**src/rtl/pipe_hazard_ctrl_if.sv**
```systemverilog
// -----------------------------------------------------------------------------
// pipe_hazard_ctrl_if
// Bundle between the pipeline datapath and the central stall/flush controller.
//
// Pipeline-side observations (driven by the master/datapath):
//   id_rs1, id_rs2        [4:0]  source registers of the instruction in ID
//   id_use_rs1, id_use_rs2       ID instruction actually reads rs1 / rs2
//   ex_rd                 [4:0]  destination register of the instruction in EX
//   ex_mem_read                  EX instruction is a load
//   ex_md_start                  EX holds a mul/div op (level)
//   ex_br_taken                  branch/jump taken, resolved in EX
//   mem_req                      MEM stage accesses data memory (level)
//   mem_ack                      data memory completes the access this cycle
// Controller outputs (driven by the slave/controller):
//   stall_if/id/ex/mem           hold PC, IF/ID, ID/EX, EX/MEM
//   flush_id/ex/mem/wb           load NOP into IF/ID, ID/EX, EX/MEM, MEM/WB
//   md_go                        one-cycle start pulse to the mul/div unit
//   bus_err                      data-memory timeout, one cycle
//   stall_cycles          [31:0] saturating count of cycles with stall_if=1
// -----------------------------------------------------------------------------
interface pipe_hazard_ctrl_if;
    logic [4:0]  id_rs1;
    logic [4:0]  id_rs2;
    logic        id_use_rs1;
    logic        id_use_rs2;
    logic [4:0]  ex_rd;
    logic        ex_mem_read;
    logic        ex_md_start;
    logic        ex_br_taken;
    logic        mem_req;
    logic        mem_ack;

    logic        stall_if;
    logic        stall_id;
    logic        stall_ex;
    logic        stall_mem;
    logic        flush_id;
    logic        flush_ex;
    logic        flush_mem;
    logic        flush_wb;
    logic        md_go;
    logic        bus_err;
    logic [31:0] stall_cycles;

    modport master (
        output id_rs1, id_rs2, id_use_rs1, id_use_rs2, ex_rd, ex_mem_read,
               ex_md_start, ex_br_taken, mem_req, mem_ack,
        input  stall_if, stall_id, stall_ex, stall_mem,
               flush_id, flush_ex, flush_mem, flush_wb,
               md_go, bus_err, stall_cycles
    );

    modport slave (
        input  id_rs1, id_rs2, id_use_rs1, id_use_rs2, ex_rd, ex_mem_read,
               ex_md_start, ex_br_taken, mem_req, mem_ack,
        output stall_if, stall_id, stall_ex, stall_mem,
               flush_id, flush_ex, flush_mem, flush_wb,
               md_go, bus_err, stall_cycles
    );
endinterface

```
**src/rtl/pipe_hazard_ctrl.sv**
```systemverilog
// -----------------------------------------------------------------------------
// pipe_hazard_ctrl
// Central stall/flush controller for a 5-stage pipeline. Resolves, in strict
// priority order: data-memory wait states (with a timeout watchdog), mul/div
// occupancy of EX, taken branches resolved in EX, and load-use hazards.
// Also keeps a saturating count of cycles in which the PC is held.
//
// Parameters:
//   MD_LATENCY    cycles the mul/div unit occupies EX (>= 1)
//   DMEM_TIMEOUT  stalled cycles allowed waiting for mem_ack before abort (>= 1)
// Ports:
//   clk    pipeline clock
//   rst_n  asynchronous active-low reset
//   hz     controller side (slave modport) of pipe_hazard_ctrl_if
//
// Stall/flush/md_go/bus_err are combinational from state and inputs because
// the pipeline registers must see them in the same cycle the hazard exists.
// -----------------------------------------------------------------------------
module pipe_hazard_ctrl #(
    parameter int MD_LATENCY   = 4,
    parameter int DMEM_TIMEOUT = 16
) (
    input  logic               clk,
    input  logic               rst_n,
    pipe_hazard_ctrl_if.slave  hz
);

    localparam int WCNT_W = $clog2(DMEM_TIMEOUT + 1);
    localparam int DCNT_W = (MD_LATENCY > 1) ? $clog2(MD_LATENCY) : 1;

    localparam logic [WCNT_W-1:0] WCNT_ZERO = {WCNT_W{1'b0}};
    localparam logic [WCNT_W-1:0] WCNT_ONE  = WCNT_W'(1);
    localparam logic [WCNT_W-1:0] WCNT_MAX  = WCNT_W'(DMEM_TIMEOUT);
    localparam logic [DCNT_W-1:0] DCNT_ZERO = {DCNT_W{1'b0}};
    localparam logic [DCNT_W-1:0] DCNT_ONE  = DCNT_W'(1);
    localparam logic [DCNT_W-1:0] DCNT_LOAD = DCNT_W'(MD_LATENCY - 1);
    localparam logic [31:0]       CNT_SAT   = 32'hFFFF_FFFF;

    typedef enum logic {
        M_IDLE = 1'b0,
        M_WAIT = 1'b1
    } mem_state_t;

    typedef enum logic {
        D_IDLE = 1'b0,
        D_BUSY = 1'b1
    } md_state_t;

    mem_state_t        mem_state_r;
    md_state_t         md_state_r;
    logic [WCNT_W-1:0] wcnt_r;
    logic [DCNT_W-1:0] dcnt_r;
    logic [31:0]       stall_cycles_r;

    logic timeout_s;
    logic memstall_s;
    logic md_go_s;
    logic mdstall_s;
    logic branch_s;
    logic raw_hazard_s;
    logic loaduse_s;
    logic stall_if_s;

    // Hazard event decode with priority timeout/memstall > mdstall > branch > loaduse.
    always_comb begin
        timeout_s    = 1'b0;
        memstall_s   = 1'b0;
        md_go_s      = 1'b0;
        mdstall_s    = 1'b0;
        branch_s     = 1'b0;
        raw_hazard_s = 1'b0;
        loaduse_s    = 1'b0;

        timeout_s  = (mem_state_r == M_WAIT) && (wcnt_r == WCNT_MAX);
        memstall_s = hz.mem_req && !hz.mem_ack && !timeout_s;

        // A mul/div request arriving under a memory stall waits; memstall
        // already freezes EX, so the op is simply launched later.
        md_go_s   = hz.ex_md_start && (md_state_r == D_IDLE) && !memstall_s;
        mdstall_s = (md_go_s || ((md_state_r == D_BUSY) && (dcnt_r != DCNT_ZERO)))
                    && !memstall_s;

        // A taken branch squashes the ID instruction, so it also wins over loaduse.
        branch_s = hz.ex_br_taken && !memstall_s && !mdstall_s;

        // x0 is hardwired to zero and never creates a dependency.
        raw_hazard_s = hz.ex_mem_read && (hz.ex_rd != 5'd0) &&
                       ((hz.id_use_rs1 && (hz.id_rs1 == hz.ex_rd)) ||
                        (hz.id_use_rs2 && (hz.id_rs2 == hz.ex_rd)));
        loaduse_s    = raw_hazard_s && !memstall_s && !mdstall_s && !branch_s;

        stall_if_s = memstall_s || mdstall_s || loaduse_s;
    end

    // Map hazard events onto per-stage hold and bubble-insert controls.
    always_comb begin
        hz.stall_if  = 1'b0;
        hz.stall_id  = 1'b0;
        hz.stall_ex  = 1'b0;
        hz.stall_mem = 1'b0;
        hz.flush_id  = 1'b0;
        hz.flush_ex  = 1'b0;
        hz.flush_mem = 1'b0;
        hz.flush_wb  = 1'b0;
        hz.md_go     = 1'b0;
        hz.bus_err   = 1'b0;

        hz.stall_if  = stall_if_s;
        hz.stall_id  = stall_if_s;
        hz.stall_ex  = memstall_s || mdstall_s;
        hz.stall_mem = memstall_s;
        hz.flush_id  = branch_s;
        hz.flush_ex  = branch_s || loaduse_s;
        hz.flush_mem = mdstall_s;
        // On timeout the faulting MEM instruction is dropped instead of retired.
        hz.flush_wb  = memstall_s || timeout_s;
        hz.md_go     = md_go_s;
        hz.bus_err   = timeout_s;
    end

    assign hz.stall_cycles = stall_cycles_r;

    // Data-memory wait FSM: wcnt counts stalled cycles of the current access.
    always_ff @(posedge clk or negedge rst_n) begin
        if (!rst_n) begin
            mem_state_r <= M_IDLE;
            wcnt_r      <= WCNT_ZERO;
        end else begin
            case (mem_state_r)
                M_IDLE: begin
                    if (memstall_s) begin
                        mem_state_r <= M_WAIT;
                        wcnt_r      <= WCNT_ONE;
                    end else begin
                        mem_state_r <= M_IDLE;
                        wcnt_r      <= WCNT_ZERO;
                    end
                end
                M_WAIT: begin
                    // memstall drops on ack, on timeout, or if the request vanishes.
                    if (memstall_s) begin
                        mem_state_r <= M_WAIT;
                        wcnt_r      <= wcnt_r + WCNT_ONE;
                    end else begin
                        mem_state_r <= M_IDLE;
                        wcnt_r      <= WCNT_ZERO;
                    end
                end
                default: begin
                    mem_state_r <= M_IDLE;
                    wcnt_r      <= WCNT_ZERO;
                end
            endcase
        end
    end

    // Mul/div occupancy FSM: dcnt counts down the remaining busy cycles.
    always_ff @(posedge clk or negedge rst_n) begin
        if (!rst_n) begin
            md_state_r <= D_IDLE;
            dcnt_r     <= DCNT_ZERO;
        end else begin
            case (md_state_r)
                D_IDLE: begin
                    if (md_go_s) begin
                        md_state_r <= D_BUSY;
                        dcnt_r     <= DCNT_LOAD;
                    end else begin
                        md_state_r <= D_IDLE;
                        dcnt_r     <= DCNT_ZERO;
                    end
                end
                D_BUSY: begin
                    // The unit keeps computing during a memory stall, but EX
                    // may only be released once MEM can accept the result.
                    if (dcnt_r != DCNT_ZERO) begin
                        md_state_r <= D_BUSY;
                        dcnt_r     <= dcnt_r - DCNT_ONE;
                    end else if (!memstall_s) begin
                        md_state_r <= D_IDLE;
                        dcnt_r     <= DCNT_ZERO;
                    end else begin
                        md_state_r <= D_BUSY;
                        dcnt_r     <= DCNT_ZERO;
                    end
                end
                default: begin
                    md_state_r <= D_IDLE;
                    dcnt_r     <= DCNT_ZERO;
                end
            endcase
        end
    end

    // Saturating performance counter of front-end stall cycles.
    always_ff @(posedge clk or negedge rst_n) begin
        if (!rst_n) begin
            stall_cycles_r <= 32'd0;
        end else if (stall_if_s && (stall_cycles_r != CNT_SAT)) begin
            stall_cycles_r <= stall_cycles_r + 32'd1;
        end else begin
            stall_cycles_r <= stall_cycles_r;
        end
    end

endmodule

```
**src/flat_wrapper.sv**
```systemverilog
// flat-port wrapper written by rule: the top's interface ports become plain ports
module pipe_hazard_ctrl_flat 
#(
    parameter int MD_LATENCY   = 4,
    parameter int DMEM_TIMEOUT = 16
)
  (clk, rst_n, hz_id_rs1, hz_id_rs2, hz_id_use_rs1, hz_id_use_rs2, hz_ex_rd, hz_ex_mem_read, hz_ex_md_start, hz_ex_br_taken, hz_mem_req, hz_mem_ack, hz_stall_if, hz_stall_id, hz_stall_ex, hz_stall_mem, hz_flush_id, hz_flush_ex, hz_flush_mem, hz_flush_wb, hz_md_go, hz_bus_err, hz_stall_cycles);
  pipe_hazard_ctrl_if hz_i ();
  input  logic clk;
  input  logic rst_n;
  input wire logic [$bits(hz_i.id_rs1)-1:0] hz_id_rs1;
  input wire logic [$bits(hz_i.id_rs2)-1:0] hz_id_rs2;
  input wire logic [$bits(hz_i.id_use_rs1)-1:0] hz_id_use_rs1;
  input wire logic [$bits(hz_i.id_use_rs2)-1:0] hz_id_use_rs2;
  input wire logic [$bits(hz_i.ex_rd)-1:0] hz_ex_rd;
  input wire logic [$bits(hz_i.ex_mem_read)-1:0] hz_ex_mem_read;
  input wire logic [$bits(hz_i.ex_md_start)-1:0] hz_ex_md_start;
  input wire logic [$bits(hz_i.ex_br_taken)-1:0] hz_ex_br_taken;
  input wire logic [$bits(hz_i.mem_req)-1:0] hz_mem_req;
  input wire logic [$bits(hz_i.mem_ack)-1:0] hz_mem_ack;
  output wire logic [$bits(hz_i.stall_if)-1:0] hz_stall_if;
  output wire logic [$bits(hz_i.stall_id)-1:0] hz_stall_id;
  output wire logic [$bits(hz_i.stall_ex)-1:0] hz_stall_ex;
  output wire logic [$bits(hz_i.stall_mem)-1:0] hz_stall_mem;
  output wire logic [$bits(hz_i.flush_id)-1:0] hz_flush_id;
  output wire logic [$bits(hz_i.flush_ex)-1:0] hz_flush_ex;
  output wire logic [$bits(hz_i.flush_mem)-1:0] hz_flush_mem;
  output wire logic [$bits(hz_i.flush_wb)-1:0] hz_flush_wb;
  output wire logic [$bits(hz_i.md_go)-1:0] hz_md_go;
  output wire logic [$bits(hz_i.bus_err)-1:0] hz_bus_err;
  output wire logic [$bits(hz_i.stall_cycles)-1:0] hz_stall_cycles;
  assign hz_i.id_rs1 = hz_id_rs1;
  assign hz_i.id_rs2 = hz_id_rs2;
  assign hz_i.id_use_rs1 = hz_id_use_rs1;
  assign hz_i.id_use_rs2 = hz_id_use_rs2;
  assign hz_i.ex_rd = hz_ex_rd;
  assign hz_i.ex_mem_read = hz_ex_mem_read;
  assign hz_i.ex_md_start = hz_ex_md_start;
  assign hz_i.ex_br_taken = hz_ex_br_taken;
  assign hz_i.mem_req = hz_mem_req;
  assign hz_i.mem_ack = hz_mem_ack;
  assign hz_stall_if = hz_i.stall_if;
  assign hz_stall_id = hz_i.stall_id;
  assign hz_stall_ex = hz_i.stall_ex;
  assign hz_stall_mem = hz_i.stall_mem;
  assign hz_flush_id = hz_i.flush_id;
  assign hz_flush_ex = hz_i.flush_ex;
  assign hz_flush_mem = hz_i.flush_mem;
  assign hz_flush_wb = hz_i.flush_wb;
  assign hz_md_go = hz_i.md_go;
  assign hz_bus_err = hz_i.bus_err;
  assign hz_stall_cycles = hz_i.stall_cycles;
  pipe_hazard_ctrl #(.MD_LATENCY(MD_LATENCY), .DMEM_TIMEOUT(DMEM_TIMEOUT)) u_core (.clk(clk), .rst_n(rst_n), .hz(hz_i));
endmodule
```
**config.mk**
```make
export PLATFORM = sky130hd
export DESIGN_NAME = pipe_hazard_ctrl_flat
export DESIGN_NICKNAME = d
export VERILOG_FILES = /design/src/rtl/pipe_hazard_ctrl_if.sv /design/src/rtl/pipe_hazard_ctrl.sv /design/src/flat_wrapper.sv
export SDC_FILE = /design/constraint.sdc
export NUM_CORES = 1
export LEC_CHECK = 0
export CAP_MARGIN = 40
export CORE_UTILIZATION = 47
export DETAILED_ROUTE_END_ITERATION = 6
export GPL_TIMING_DRIVEN = 0
export PLACE_DENSITY = 0.8
export SLEW_MARGIN = 0
export SYNTH_ARGS = -nofsm -noshare
export SYNTH_HDL_FRONTEND = slang
export SYNTH_SLANG_ARGS = --single-unit
```
**constraint.sdc**
```tcl
create_clock -name clk -period 2.8 [get_ports clk]
set_input_delay 0.56 -clock clk [delete_from_list [all_inputs] [get_ports clk]]
set_output_delay 0.56 -clock clk [all_outputs]
set_load 0.03 [all_outputs]
```
After elaboration in Yosys (flattened, before gate mapping)
Cells that the tools add are included.
{"block": "word_totals", "reg_bits": 41, "latch_bits": 0, "mem_bits_rw": 0, "rom_bits": 0, "inputBits": 24, "out_inout_bits": 42, "elab_cells": 54, "mem_count": 0}
{"block": "classes", "n_addsub": 3, "mul": 0, "div": 0, "n_lt_le_gt_ge": 0, "n_eq_ne": 4, "shifts": 0, "n_mux": 10, "bitwise": 2, "reduce_logical": 30}
{"cell": "32-bit by 1-bit adder with 32-bit output (second input constant)", "n": 1}
{"cell": "32-bit != test (second input constant)", "n": 1}
{"cell": "1-bit logical AND", "n": 17}
{"cell": "5-bit equality test", "n": 2}
{"cell": "5-bit case mux with 2 select lines", "n": 1}
{"cell": "1-bit logical OR", "n": 6}
{"cell": "5-bit by 1-bit adder with 5-bit output (second input constant)", "n": 1}
{"cell": "5-bit equality test (second input constant)", "n": 1}
{"cell": "1-bit logical NOT", "n": 5}
{"cell": "5-bit two-way mux", "n": 1}
{"cell": "5-bit nonzero test", "n": 1}
{"cell": "1-bit two-way mux", "n": 4}
{"cell": "2-bit two-way mux", "n": 2}
{"cell": "2-bit case mux with 2 select lines", "n": 1}
{"cell": "1-bit inverter", "n": 2}
{"cell": "1-bit case mux with 2 select lines", "n": 1}
{"cell": "2-bit nonzero test", "n": 1}
{"cell": "2-bit by 1-bit subtractor with 2-bit output (second input constant)", "n": 1}

Depth between registers and ports, before layout
{"block": "logic_depth", "word_depth": 14, "ltp_mapped": 10, "depth_no_buf": 9}

Worst setup path before layout
No wires, ideal clock.
{"block": "synth_path", "path_kind": "flip-flop to output port", "startpoint": "register u_core.wcnt_r[0]", "endpoint": "output port hz_stall_if", "arrival_ns": 2.059, "t_required_ns": 2.240, "slack_ns": 0.181, "path_stages_with_launch": 11, "path_buffers": 2, "path_cell_list": "dfrtp_1 > inv_1 > ha_1 > and2_1 > a31o_2 > and2_1 > inv_1 > a21oi_4 > buf_6 > inv_1 > buf_4"}
{"block": "synth_via", "word_cells_on_any_way": 17, "cone_classes": "1 x eq/ne; 16 x reduce/logical"}
{"item": "start: declaration", "line": "pipe_hazard_ctrl.sv:51", "text": "logic [WCNT_W-1:0] wcnt_r;"}
{"item": "start signal: assignment", "line": "pipe_hazard_ctrl.sv:143", "text": "wcnt_r <= wcnt_r + WCNT_ONE;"}
{"item": "5-bit equality test (*)", "line": "pipe_hazard_ctrl.sv:74", "text": "timeout_s = (mem_state_r == M_WAIT) && (wcnt_r == WCNT_MAX);"}
{"item": "1-bit logical AND (*)", "line": "pipe_hazard_ctrl.sv:74"}
{"item": "1-bit logical NOT (*)", "line": "pipe_hazard_ctrl.sv:75", "text": "memstall_s = hz.mem_req && !hz.mem_ack && !timeout_s;"}
{"item": "1-bit logical AND (*)", "line": "pipe_hazard_ctrl.sv:75"}
{"item": "1-bit logical NOT", "line": "pipe_hazard_ctrl.sv:79, pipe_hazard_ctrl.sv:81"}
{"item": "1-bit logical AND", "line": "pipe_hazard_ctrl.sv:79", "text": "md_go_s = hz.ex_md_start && (md_state_r == D_IDLE) && !memstall_s;"}
{"item": "1-bit logical OR", "line": "pipe_hazard_ctrl.sv:80", "text": "mdstall_s = (md_go_s || ((md_state_r == D_BUSY) && (dcnt_r != DCNT_ZERO)))"}
{"item": "1-bit logical AND", "line": "pipe_hazard_ctrl.sv:81", "text": "&& !memstall_s;"}
{"item": "1-bit logical OR (*)"}
{"item": "named net hz_stall_ex", "line": "flat_wrapper.sv:23", "text": "output wire logic [$bits(hz_i.stall_ex)-1:0] hz_stall_ex;"}
{"item": "1-bit logical OR (*)", "line": "pipe_hazard_ctrl.sv:92", "text": "stall_if_s = memstall_s || mdstall_s || loaduse_s;"}
{"item": "end: declaration", "line": "flat_wrapper.sv:21", "text": "output wire logic [$bits(hz_i.stall_if)-1:0] hz_stall_if;"}
The timed path passes the listed nets; every way through them passes the cells marked *.

Worst setup path after layout
{"block": "layout_path", "startpoint": "input port hz_ex_rd[4]", "endpoint": "output port hz_stall_if"}
{"block": "layout_via", "elab_chain_len": 8, "word_cells_on_any_way": 12, "cone_classes": "2 x eq/ne; 10 x reduce/logical"}
{"item": "start: declaration", "line": "flat_wrapper.sv:15", "text": "input wire logic [$bits(hz_i.ex_rd)-1:0] hz_ex_rd;"}
{"item": "5-bit equality test (on tied branches)", "line": "pipe_hazard_ctrl.sv:88, pipe_hazard_ctrl.sv:89"}
{"item": "1-bit logical AND (on tied branches)", "line": "pipe_hazard_ctrl.sv:88, pipe_hazard_ctrl.sv:89"}
{"item": "1-bit logical OR", "line": "pipe_hazard_ctrl.sv:88", "text": "((hz.id_use_rs1 && (hz.id_rs1 == hz.ex_rd)) ||"}
{"item": "1-bit logical AND (*)", "line": "pipe_hazard_ctrl.sv:87", "text": "raw_hazard_s = hz.ex_mem_read && (hz.ex_rd != 5'd0) &&"}
{"item": "1-bit logical AND (*) (3 in a row)", "line": "pipe_hazard_ctrl.sv:90", "text": "loaduse_s = raw_hazard_s && !memstall_s && !mdstall_s && !branch_s;"}
{"item": "1-bit logical OR (*)", "line": "pipe_hazard_ctrl.sv:92"}
Mark *: on every way between the ends. The rest lies on a longest branch, timed or not.

==> qor.txt <==
Outcome - finished with violations
Violated checks - DRC
Final min period - 2.74 ns
#FFs+latches synth - 41
Sequential-to-total area share from yosys stat - 0.464
Clock Latency Late Sink - 0.30 ns
PD cells - 715 nW/um^2
Placed cell area - 2940 sq um
CP Data Arrival Time - 2.18 ns
Width of the die - 70.6 um
RSZ-0062 raised after global routing - false
Global-route wire length before repair - 8.73 mm
Fmax - 365 MHz
Diodes inserted - 0
Most Used Layer, Global Route - met2
Top FF cell, synth - dfrtp_1
Worst Path Required - 2.24 ns
Detailed placer's ending HPWL - 3.79 mm
DRC errors left - 8
Clock transition at the registers of the reported paths - 0.09 ns
I/O pin cnt - 66
Chip height - 70.6 um
Hold slack final - 0.160 ns
Die Area - 4980 sq um
Final Skew - 0.0106 ns
CTS tree - done
Initial core utilization - 0.497
# port buffers - 65
Layout area overhead - 42.0%
Core Area - 4440 sq um
Final setup violating endpoints - 0
Synth unique cells - 39
Pre-CTS setup slack - -0.854 ns
Post-layout nets - 317
Least-Margin Pin Slew - 0.509 ns
Crit Path Category - in -> out
CP peak stage delay - 0.56 ns
Top cells by area, synth - dfrtp_1 46%, xor2_1 9.1%, xnor2_1 8.3%
Met1 Use GR - 0.277
Layout fillers - 344
Synthesized net count - 239
Leading area contributor after synthesis - dfrtp_1
Post-Synthesis Cell Area - 2210 sq um
Hold Vio Cnt, Final - 0
P_leak - 1.41 nW
Post-route cell area - 3140 sq um
Crit-path cells - clkdlybuf4s15_1 > or4_4 > o21ai_4 > nor2_2 > a21oi_4 > buf_6 > inv_1 > buf_4 > buf_4
Vias in the first global route - 1911
Crit path capture type - output port
Drt first pass iters - 6
Routability cong. - 0.762
Mapped Cells - 212
Commonest non-fill, non-tap cell in the layout - clkdlybuf4s50_1
Gr usage total - 0.222
Syn_area_per_cell - 10.4 sq um
Total Wirelength - 5.10 mm
Max cap viols - 0
Ys async rst share - 1.00
Most frequent cells in the layout - 52 x clkdlybuf4s50_1, 41 x dfrtp_1, 23 x xor2_1
Worst-path fanout max - 3
Starting DRT DRC Count - 96
Largest net degree at the start of global routing - 28
Total gr overflow - 0
Final period util - 0.979
GR Util met3 - 0.0470
DRT antenna net count - 0
Top cell type's share of synthesized area - 0.464
Layout cells sized above 1 - 0.124
Slowest cell on crit path - or4_4
Num CTS Buffers - 5
Hold_buf cts - 0
Clk buf depth - 2
DR vias - 1902
Hold Crit Class - in -> async
Crit path launch type - input port
H-tree depth - 2
Initial antenna violation count - 0
Synth warn - 0
Via density - 5.55
Met2 Resource Use GR - 0.389
Most frequent CP cell - buf_4
Rows - 24
Area occupied by multi-input gates - 1160 sq um
Number of synthesized flops with an enable pin - 0
CTS root buf - clkbuf_8
Rel. slew slack - 0.658
Final worst-path setup slack - 0.0580 ns
Final slew viol count - 0
CTS Sinks - 41
WL/cell - 14.9 um
Total power - 2.25 mW
Worst vdd ir - 675 uV
FF/Latch Area - 1030 sq um
metal layers:
layer  routed length, um  share of wire
met1                2190           0.43
met2                2630           0.52
met3                 253          0.050
met4                  28         0.0055
met5                   0              0
kinds of logic (layout without fill, tap and decap cells):
family / count (synthesis) / count (layout) / synth area share
AOI/OAI and AO/OA: 17 / 17 / 0.0657
xor gates and xnor gates: 44 / 44 / 0.174
adders and majority gates: 3 / 3 / 0.0170
buffers and inverters: 11 / 90 / 0.0272
DFF: 41 / 41 / 0.464
muxes: 1 / 1 / 0.00509
and+or+nand+nor: 95 / 95 / 0.247
flip-flops by register name, summed over array words and instances (netlist names):
signal / count
u_core.hz.stall_cycles: 32
u_core.mem_state_r: 1
u_core.dcnt_r: 2
u_core.wcnt_r: 5
u_core.md_state_r: 1
through the flow:
step	util	instances	TNS (ns)
after floorplan	-	212	0
after global placement	0.659	329	-2.24
after detailed placement	0.662	330	-2.34
after CTS	0.698	341	-0.0629
after global routing	0.707	343	0
final	0.707	343	0
power breakdown:
part | total [mW] | leakage, nW | internal [mW] | switching (mW)
clock network | 0.564 | 0.0681 | 0.354 | 0.210
registers | 0.812 | 0.533 | 0.686 | 0.126
logic | 0.870 | 0.808 | 0.379 | 0.492
total | 2.25 | 1.41 | 1.42 | 0.828
cell type report:
type / count / area share
clock buffer: 5 / 0.0219
tap: 52 / 0.0207
clock inverter: 3 / 0.0207
timing repair buffer: 71 / 0.222
inverter: 8 / 0.00956
multi-input combinational: 160 / 0.369
sequential: 41 / 0.327
buffer: 3 / 0.00956
worst paths after layout:
path / end / start / slack, ns / cells after the start
hold / removal: u_core.hz.stall_cycles[19] / rst_n / 0.16 / 1
setup / recovery: hz_stall_if / hz_ex_rd[4] / 0.06 / 9
min in group clk: u_core.hz.stall_cycles[31] / u_core.hz.stall_cycles[31] / 0.50 / 1
setup reg to reg: u_core.hz.stall_cycles[20] / u_core.wcnt_r[0] / 0.47 / 11
max in group asynchronous: u_core.hz.stall_cycles[0] / rst_n / 2.16 / 2
hold reg to reg: u_core.hz.stall_cycles[31] / u_core.hz.stall_cycles[31] / 0.50 / 1
worst max-delay path: cells and delay by family:
kind	cells	cell delay (ns)
buffers and inverters	5	0.64
and+or+nand+nor	2	0.63
AOI/OAI and AO/OA	2	0.34
timing repair:
action | 4_1_cts | 5_1_grt
resized for setup | 21 | 14
pin swaps | 2 | 4
endpoints found under the setup margin | 4 | 7
buffers inserted | 3 | 2
cell usage after synthesis, drive strengths merged, types with 2 or more instances:
cell type  number
a21oi           5
a31o            2
and2            3
and3            6
and4            2
buf             3
dfrtp          41
ha              3
inv             8
nand2          15
nand2b          3
nand3          12
nand4          11
nand4b          2
nor2           15
nor3           12
nor3b           4
nor4            2
nor4b           4
o21ai           2
o22ai           3
or4             2
xnor2          21
xor2           23
No activity file was read; power rests on OpenSTA's default activity.
